$ cat config.mk
export PLATFORM = sky130hd
export DESIGN_NAME = sfp_stream_frame_mux
export DESIGN_NICKNAME = d
export VERILOG_FILES = /design/src/rtl/sfp_stream_frame_mux.sv
export SDC_FILE = /design/constraint.sdc
export NUM_CORES = 1
export LEC_CHECK = 0
export BUFFER_PORTS_ARGS = -buffer_cell sky130_fd_sc_hd__buf_2
export CORE_UTILIZATION = 43
export DETAILED_ROUTE_END_ITERATION = 16
export PLACE_DENSITY_LB_ADDON = 0.3
export SETUP_SLACK_MARGIN = 0.2
export SLEW_MARGIN = 20
export SYNTH_ARGS = -nofsm -noshare
export SYNTH_HDL_FRONTEND = slang
export SYNTH_SLANG_ARGS = --single-unit
$ cat constraint.sdc
create_clock -name clk -period 4.3 [get_ports clk]
set_clock_uncertainty 0.1 [all_clocks]
set_input_delay 0.86 -clock clk [delete_from_list [all_inputs] [get_ports clk]]
set_output_delay 0.86 -clock clk [all_outputs]
set_load 0.05 [all_outputs]
$ cat src/rtl/sfp_stream_frame_mux.sv
// Transmit-side GBT/SFP frame builder: packs {sc, motor, mem} per frame strobe.
// Motor words are paged across frames; memory words are queued; the SC word is serialised.
module sfp_stream_frame_mux #(
  parameter int unsigned SC_W      = 4,
  parameter int unsigned MOT_W     = 16,
  parameter int unsigned SLOTS     = 4,
  parameter int unsigned N_MOT     = 16,
  parameter int unsigned MEM_W     = 16,
  parameter int unsigned MEM_DEPTH = 8,
  parameter int unsigned SC_LEN    = 32,
  parameter logic [MEM_W-1:0] MEM_IDLE = '0,
  localparam int unsigned PAGES = N_MOT / SLOTS,
  localparam int unsigned PW    = (PAGES > 1) ? $clog2(PAGES) : 1,
  localparam int unsigned FW    = SC_W + SLOTS * MOT_W + MEM_W
) (
  input  logic                     clk,
  input  logic                     reset,
  input  logic                     frame_en_i,
  input  logic [N_MOT*MOT_W-1:0]   motor_i,
  input  logic [MEM_W-1:0]         mem_data_i,
  input  logic                     mem_valid_i,
  output logic                     mem_ready_o,
  input  logic [SC_LEN-1:0]        sc_word_i,
  input  logic                     sc_load_i,
  output logic                     sc_busy_o,
  output logic [FW-1:0]            frame_o,
  output logic                     frame_valid_o,
  output logic [PW-1:0]            page_o
);

  localparam int unsigned AW     = $clog2(MEM_DEPTH);
  localparam int unsigned CW     = AW + 1;
  localparam int unsigned CHUNKS = SC_LEN / SC_W;
  localparam int unsigned KW     = $clog2(CHUNKS + 1);

  typedef enum logic [0:0] {StIdle, StShift} sc_state_e;

  // Paging and motor snapshot
  logic [PW-1:0]            page_q, page_d;
  logic [N_MOT*MOT_W-1:0]   snap_q, snap_d;
  logic [SLOTS*MOT_W-1:0]   mot_field;

  always_comb begin
    mot_field = '0;
    for (int s = 0; s < SLOTS; s++) begin
      // Page 0 reads live inputs so the sweep matches the snapshot taken in the same cycle.
      if (page_q == '0) begin
        mot_field[s*MOT_W +: MOT_W] = motor_i[s*MOT_W +: MOT_W];
      end else begin
        mot_field[s*MOT_W +: MOT_W] =
          snap_q[(32'(page_q) * SLOTS + 32'(s)) * MOT_W +: MOT_W];
      end
    end
  end

  always_comb begin
    page_d = page_q;
    snap_d = snap_q;
    if (frame_en_i) begin
      if (page_q == '0) snap_d = motor_i;
      page_d = (page_q == PW'(PAGES - 1)) ? '0 : page_q + 1'b1;
    end
  end

  always_ff @(posedge clk) begin
    if (reset) begin
      page_q <= '0;
      snap_q <= '0;
    end else begin
      page_q <= page_d;
      snap_q <= snap_d;
    end
  end

  // Memory FIFO
  logic [MEM_W-1:0] fifo_mem [MEM_DEPTH];
  logic [AW-1:0]    wr_ptr_q, rd_ptr_q;
  logic [CW-1:0]    count_q;
  logic             full, empty, push, pop;
  logic [MEM_W-1:0] mem_field;

  assign full        = (count_q == CW'(MEM_DEPTH));
  assign empty       = (count_q == '0);
  assign mem_ready_o = !reset && !full;
  assign push        = mem_valid_i && mem_ready_o;
  // Pop decision uses the pre-push count, so a word pushed into an empty FIFO waits a frame.
  assign pop         = frame_en_i && !empty;
  assign mem_field   = empty ? MEM_IDLE : fifo_mem[rd_ptr_q];

  always_ff @(posedge clk) begin
    if (push) fifo_mem[wr_ptr_q] <= mem_data_i;
  end

  always_ff @(posedge clk) begin
    if (reset) begin
      wr_ptr_q <= '0;
      rd_ptr_q <= '0;
      count_q  <= '0;
    end else begin
      if (push) wr_ptr_q <= wr_ptr_q + 1'b1;
      if (pop)  rd_ptr_q <= rd_ptr_q + 1'b1;
      case ({push, pop})
        2'b10:   count_q <= count_q + 1'b1;
        2'b01:   count_q <= count_q - 1'b1;
        default: count_q <= count_q;
      endcase
    end
  end

  // SC serialiser
  sc_state_e         sc_state_q, sc_state_d;
  logic [SC_LEN-1:0] sc_sr_q, sc_sr_d;
  logic [KW-1:0]     sc_cnt_q, sc_cnt_d;
  logic [SC_W-1:0]   sc_field;

  always_comb begin
    sc_state_d = sc_state_q;
    sc_sr_d    = sc_sr_q;
    sc_cnt_d   = sc_cnt_q;
    sc_field   = '0;
    unique case (sc_state_q)
      StIdle: begin
        if (sc_load_i) begin
          sc_sr_d    = sc_word_i;
          sc_cnt_d   = KW'(CHUNKS);
          sc_state_d = StShift;
        end
      end
      StShift: begin
        if (frame_en_i) begin
          sc_field = sc_sr_q[SC_LEN-1 -: SC_W];
          sc_sr_d  = sc_sr_q << SC_W;
          sc_cnt_d = sc_cnt_q - 1'b1;
          if (sc_cnt_q == KW'(1)) sc_state_d = StIdle;
        end
      end
      default: sc_state_d = StIdle;
    endcase
  end

  always_ff @(posedge clk) begin
    if (reset) begin
      sc_state_q <= StIdle;
      sc_sr_q    <= '0;
      sc_cnt_q   <= '0;
    end else begin
      sc_state_q <= sc_state_d;
      sc_sr_q    <= sc_sr_d;
      sc_cnt_q   <= sc_cnt_d;
    end
  end

  assign sc_busy_o = (sc_state_q == StShift);

  // Registered frame outputs
  logic [FW-1:0] frame_q;
  logic          frame_valid_q;
  logic [PW-1:0] page_out_q;

  always_ff @(posedge clk) begin
    if (reset) begin
      frame_q       <= '0;
      frame_valid_q <= 1'b0;
      page_out_q    <= '0;
    end else begin
      frame_valid_q <= frame_en_i;
      if (frame_en_i) begin
        frame_q    <= {sc_field, mot_field, mem_field};
        page_out_q <= page_q;
      end
    end
  end

  assign frame_o       = frame_q;
  assign frame_valid_o = frame_valid_q;
  assign page_o        = page_out_q;

endmodule

==> impl_metrics.yaml, run 1 <==
sta:
  clock.fmax_mhz: 340
  rsz0062_at_grt: "no"
  slew_viol_final: 0
  whs_ps: 352
  tightest_slew_ps: 1120
  finalSetupTns_ps: 0
  fin_crit_ps: 2950
  fin_crit_sh: 0.685
  hold_violations: 0
  setup_violations: 0
  relSlewSlack: 0.252
detailed_routing:
  wl_per_cell_um: 18.8
  ant_nets: 0
  firstDrtPassIters: 5
  drt-initial-drc-count: 1116
  vias: 16100
  drc: 0
  viasPerCell: 5.28
  wirelength_um: 57300
clock_network:
  cts_made_buffers: 55
  clockBufferDepth: 3
  cts.clk_slew.worst_paths_ps: 60
  cts_tree: "built"
  clk_latency_ps: 610
  post-cts-setup-buffers: 0
  cts_hold_buf: 0
  cts.htree.levels: 2
  clkSinkCount: 523
  post_cts_resized: 0
  cts-root-buf: "clkbuf_16"
critical_path:
  arrival_ps: 1990
  slowest_stage: "or4b_4"
  crit_type: "reg2out"
  path_cells: "or4b_4, and2_1, buf_2"
  startpoint_type: "register"
  crit_fanout: 7
  end_kind: "primary output"
  max_stage_delay_ps: 590
  critPathRequiredTime_ps: 3340
logic_synthesis:
  syn_inst: 2035
  synth_warnings: 0
  synth.cell_area_um2: 21000
  synth_edf_count: 128
  synth.distinct_cells: 44
  yosys.area.top_type: "dfxtp_1"
  synth_commonest_cells: "521 x nand2_1, 395 x dfxtp_1, 266 x a21oi_1"
  seq_area_frac_synth: 0.559
  syn-num-nets: 2353
  synth_top_cell_area_share: 0.376
  synth_ff_type: "dfxtp_1"
  synthTopCellsByArea: "dfxtp_1 38%, edfxtp_1 18%, nand2_1 9.3%"
  yosysMostFrequentCell: "nand2_1"
  syn_avg_cell_area_um2: 10.3
  synthArstFlopShare: 0
  ys_ff_latch: 523
pwr:
  combinationalPowerShare: 0.152
  power.share.clock: 0.408
  p_int_mw: 9.35
  seqPwrFrac: 0.440
  p_sw_frac: 0.271
  leakagePower_nw: 9.99
  powerDensity_nw_per_um2: 504
  p_switching_mw: 3.47
  ir_drop_uv: 321
finish:
  layout-drive-gt1-share: 0.254
  syn_to_final_growth_pct: 21.0
  nets: 2670
placement:
  portBuffers: 397
  dpl.hpwl_um: 37600
  gp_congestion: 0.831
outcome:
  status: "complete, no violations"
die:
  core_um2: 47900
  die_y_um: 223
  ios: 398
  die-area_um2: 49800
  die_w_um: 223
  start_util: 0.438
  rows: 80
global_route:
  grt_use_met2: 0.367
  use_met1: 0.273
  gr-usage-met3: 0.0777
  overflow: 0
  grt_pass1_wl_um: 88100
  grt_pass1_vias: 15800
  gr-max-usage-layer: "met2"
  grt_max_degree: 223
  grtUsageTotal: 0.227
  antenna_found_initial: 54
flow_run:
  maxCapViolCount: 0
min_path:
  holdCritPathClass: "reg2reg"
==> metal layers <==
layer,share of wire,up-vias,wire length [µm]
met5,0.0036,-,207
met4,0.033,34,1880
met3,0.085,142,4870
met2,0.47,438,27100
met1,0.41,7629,23200
li1,-,7844,-
==> layout make-up <==
cell class | count | area (µm²)
flip-flops and latches | 523 | 11800
diodes | 33 | 82.6
clock buffers | 71 | 1560
inverters | 6 | 22.5
well taps | 615 | 769
fillers | 4269 | 22500
multi-input cells | 1339 | 8500
repair buffers | 427 | 2270
clock inverters | 33 | 465
==> metrics by stage <==
stage               std cells  area [µm²]  power (mW)  setup slack [ps]   util
finish                   3047       25400        12.8              1350  0.530
floorplan                2035       21000        7.13               496      -
detailed placement       2910       23300        7.70              1240  0.486
global route             3038       25400        13.3              1210  0.530
global placement         2910       23300        7.65              1240  0.486
CTS                      3014       25300        12.9              1310  0.529
==> flip-flops by register name, indices dropped and copies added (netlist names), named ones only <==
register	cells
sc_busy_o	1
count_q	4
snap_q	256
page_q	2
sc_cnt_q	4
page_o	2
fifo_mem	128
frame_o	84
wr_ptr_q	3
frame_valid_o	1
sc_sr_q	32
rd_ptr_q	3
==> cells in the final DEF, fill, tap and decap left out, types with 5 or more instances in the layout <==
cell       instances
clkbuf_1           6
a32o_1            16
nand2b_1           5
bufinv_16         11
nand2_1          520
inv_1              5
mux2i_1          163
clkinv_2          15
nand3_1            5
clkbuf_8           8
buf_4             26
mux4_2            64
diode_2           33
a22oi_1           36
buf_2            395
dfxtp_1          391
clkbuf_16         57
a21oi_1          266
nor2_1           117
a211oi_1          93
ha_1               8
edfxtp_1         128
==> logic make-up (layout without fill, tap and decap cells) <==
group                    after synthesis  after routing  share of synthesized area
AO/OA/AOI/OAI                        420            420                      0.120
XOR/XNOR                               8              8                    0.00369
adder cells (fa/ha/maj)                9              9                    0.00536
buffers and inverters                173            537                     0.0399
flip-flops                           523            523                      0.559
multiplexers                         227            227                      0.146
other                                  0             33                          0
AND/OR/NAND/NOR                      675            675                      0.126
==> path summary, 6_finish.rpt <==
path	start	to	slack, ps	depth (start not counted)
worst max-delay path	count_q[0]$_SDFFE_PP0P_	mem_ready_o	1350	3
worst min-delay path	snap_q[182]$_SDFFE_PP0P_	snap_q[182]$_SDFFE_PP0P_	350	2
worst max register to register	page_q[0]$_SDFFE_PP0P_	snap_q[98]$_SDFFE_PP0P_	1440	6
worst min register to register	snap_q[182]$_SDFFE_PP0P_	snap_q[182]$_SDFFE_PP0P_	350	2
==> worst max-delay path: cells and delay by family, from the launching register on <==
kind	cells	cell delay, ps
buffers and inverters	1	210
AND/OR/NAND/NOR	2	800
flip-flops	1	370
==> power groups by stage <==
stage	sequential, mW	clock, mW	combinational (mW)
3_5_place_dp	5.75	0	1.95
6_report	5.65	5.23	1.95
4_1_cts	5.65	5.33	1.96
3_3_place_gp	5.73	0	1.92
2_1_floorplan	5.94	0	1.20
5_1_grt	5.69	5.54	2.11
Power figures use the tool's default switching activity.
==> run 2: changes to the inputs <==
==> constraint.sdc (replaced) <==
create_clock -name clk -period 2.5 [get_ports clk]
set_clock_uncertainty 0.1 [all_clocks]
set_input_delay 0.5 -clock clk [delete_from_list [all_inputs] [get_ports clk]]
set_output_delay 0.5 -clock clk [all_outputs]
set_load 0.05 [all_outputs]
==> run 2 against run 1 <==
Power increased by 73%; die area unchanged; sequential share of layout area decreased by 1.7 points; largest cell class unchanged; combinational power increased by 98%; sequential cell count unchanged; worst hold slack got worse by 320 ps; clock power increased by 67%; critical path depth increased by 7; non-clock buffer count increased by 90; global-route usage increased by 0.20 points.
==> impl_metrics.yaml, run 2 (synthesis results as in run 1) <==
detailed_routing:
  wl_met1_um: 23600
  viasPerCell: 5.28
  top_layer_used: "met5"
  drt-initial-drc-count: 929
  wl_per_cell_um: 18.6
  drc: 0
  wirelength_um: 58200
  dr_wl_met3_um: 4230
  firstDrtPassIters: 5
  wl_met2_um: 28400
  vias: 16500
  ant_nets: 0
sta:
  fin_crit_sh: 0.977
  fin_crit_ps: 2440
  setup_violations: 0
  tightest_slew_ps: 856
  clock.fmax_mhz: 409
  slew_viol_final: 0
  rsz0062_at_grt: "yes"
  relSlewSlack: 0.429
  hold_violations: 0
placement:
  gp_congestion: 0.849
  placed_cells: 2931
  dpl.hpwl_um: 38300
  portBuffers: 397
pwr:
  powerDensity_nw_per_um2: 840
  ir_drop_uv: 578
  leakagePower_nw: 10.4
finish:
  fin_cells: 3120
  fillers: 4196
  largest-register: "snap_q"
  nets: 2759
  final_core_util: 0.552
  layout_common_cells: "520 x nand2_1, 393 x buf_2, 388 x dfxtp_1, 264 x a21oi_1, 163 x mux2i_1"
  final_common_cell: "nand2_1"
  layout-drive-gt1-share: 0.258
  largest_reg_flops: 256
  syn_to_final_growth_pct: 25.8
die:
  rows: 80
  die-area_um2: 49800
  core_um2: 47900
  die_w_um: 223
  die_y_um: 223
  ios: 398
  start_util: 0.438
critical_path:
  arrival_ps: 2880
  crit_fanout: 3
  critPathRequiredTime_ps: 2930
  end_kind: "register"
  crit_type: "reg2reg"
  r2r_cells: 10
  startpoint_type: "register"
global_route:
  grtUsageTotal: 0.229
  grt_max_degree: 257
  overflow: 0
  grt_pass1_vias: 16200
  antenna_found_initial: 28
  grt_pass1_wl_um: 89400
clock_network:
  cts_made_buffers: 54
  clockBufferDepth: 3
  cts-root-buf: "clkbuf_16"
  cts.htree.levels: 2
  cts.clk_slew.worst_paths_ps: 60
  clk_latency_ps: 620
  cts_tree: "built"
  clkSinkCount: 523
min_path:
  holdCritPathClass: "in2reg"
  whs_path_depth: 3
outcome:
  status: "complete, no violations"
flow_run:
  maxCapViolCount: 0
run 2: worst max-delay path: stages (launching register included):
cell and delay, ps:
dfxtp_2 320, or4b_4 540, and3_4 180, clkinv_4 50, ha_4 130, xor2_1 150, ha_2 210, a21oi_2 40
xor2_1 160, or3_4 360, a21oi_2 140
run 2: repair_timing:
action	4_1_cts	5_1_grt
pin swaps	8	0
hold endpoints to repair	67	0
resized for setup	10	7
setup endpoints to repair	3	4
hold buffers	65	0
setup buffers	3	0
cloned	0	0
run 2: stage by stage:
step	setup WS, ps	hold WS [ps]	setup TNS (ps)	total power, mW	cell area (µm²)
global placement	54.1	339	0	13.3	23700
detailed placement	-13.6	344	-13.6	13.4	23700
finish	57.7	32.7	0	22.2	26400
global route	-7.20	14.1	-7.20	23.1	26400
floorplan	-148	333	-3080	12.3	21100
CTS	99.7	0.146	0	22.4	26400
run 2: cell type report:
type | count | area, µm² | share of cell area
antenna | 18 | 45.0 | 0.00170
clock buffer | 76 | 1600 | 0.0603
clock inverter | 26 | 374 | 0.0141
inverter | 6 | 27.5 | 0.00104
multi-input combinational | 1339 | 8560 | 0.324
sequential | 523 | 11800 | 0.445
tap | 615 | 769 | 0.0291
timing repair buffer | 517 | 3300 | 0.125
run 2: metal layers:
metal	GRT usage	vias up
met5	0	-
met4	0.0901	22
li1	-	7994
met2	0.383	472
met1	0.281	7852
met3	0.0590	128
run 2: power breakdown:
part	total (mW)	leakage, nW	internal [mW]	switching, mW
sequential	9.59	4.41	9.26	0.322
combinational	3.87	5.06	1.54	2.33
clock	8.75	0.951	5.30	3.45
run 2: final timing paths:
path / from / end / slack [ps]
max: count_q[1]$_SDFFE_PP0P_ / count_q[2]$_SDFFE_PP0P_ / 60
min: motor_i[154] / snap_q[154]$_SDFFE_PP0P_ / 30
max reg2reg: count_q[1]$_SDFFE_PP0P_ / count_q[2]$_SDFFE_PP0P_ / 60
min reg2reg: snap_q[191]$_SDFFE_PP0P_ / snap_q[191]$_SDFFE_PP0P_ / 350
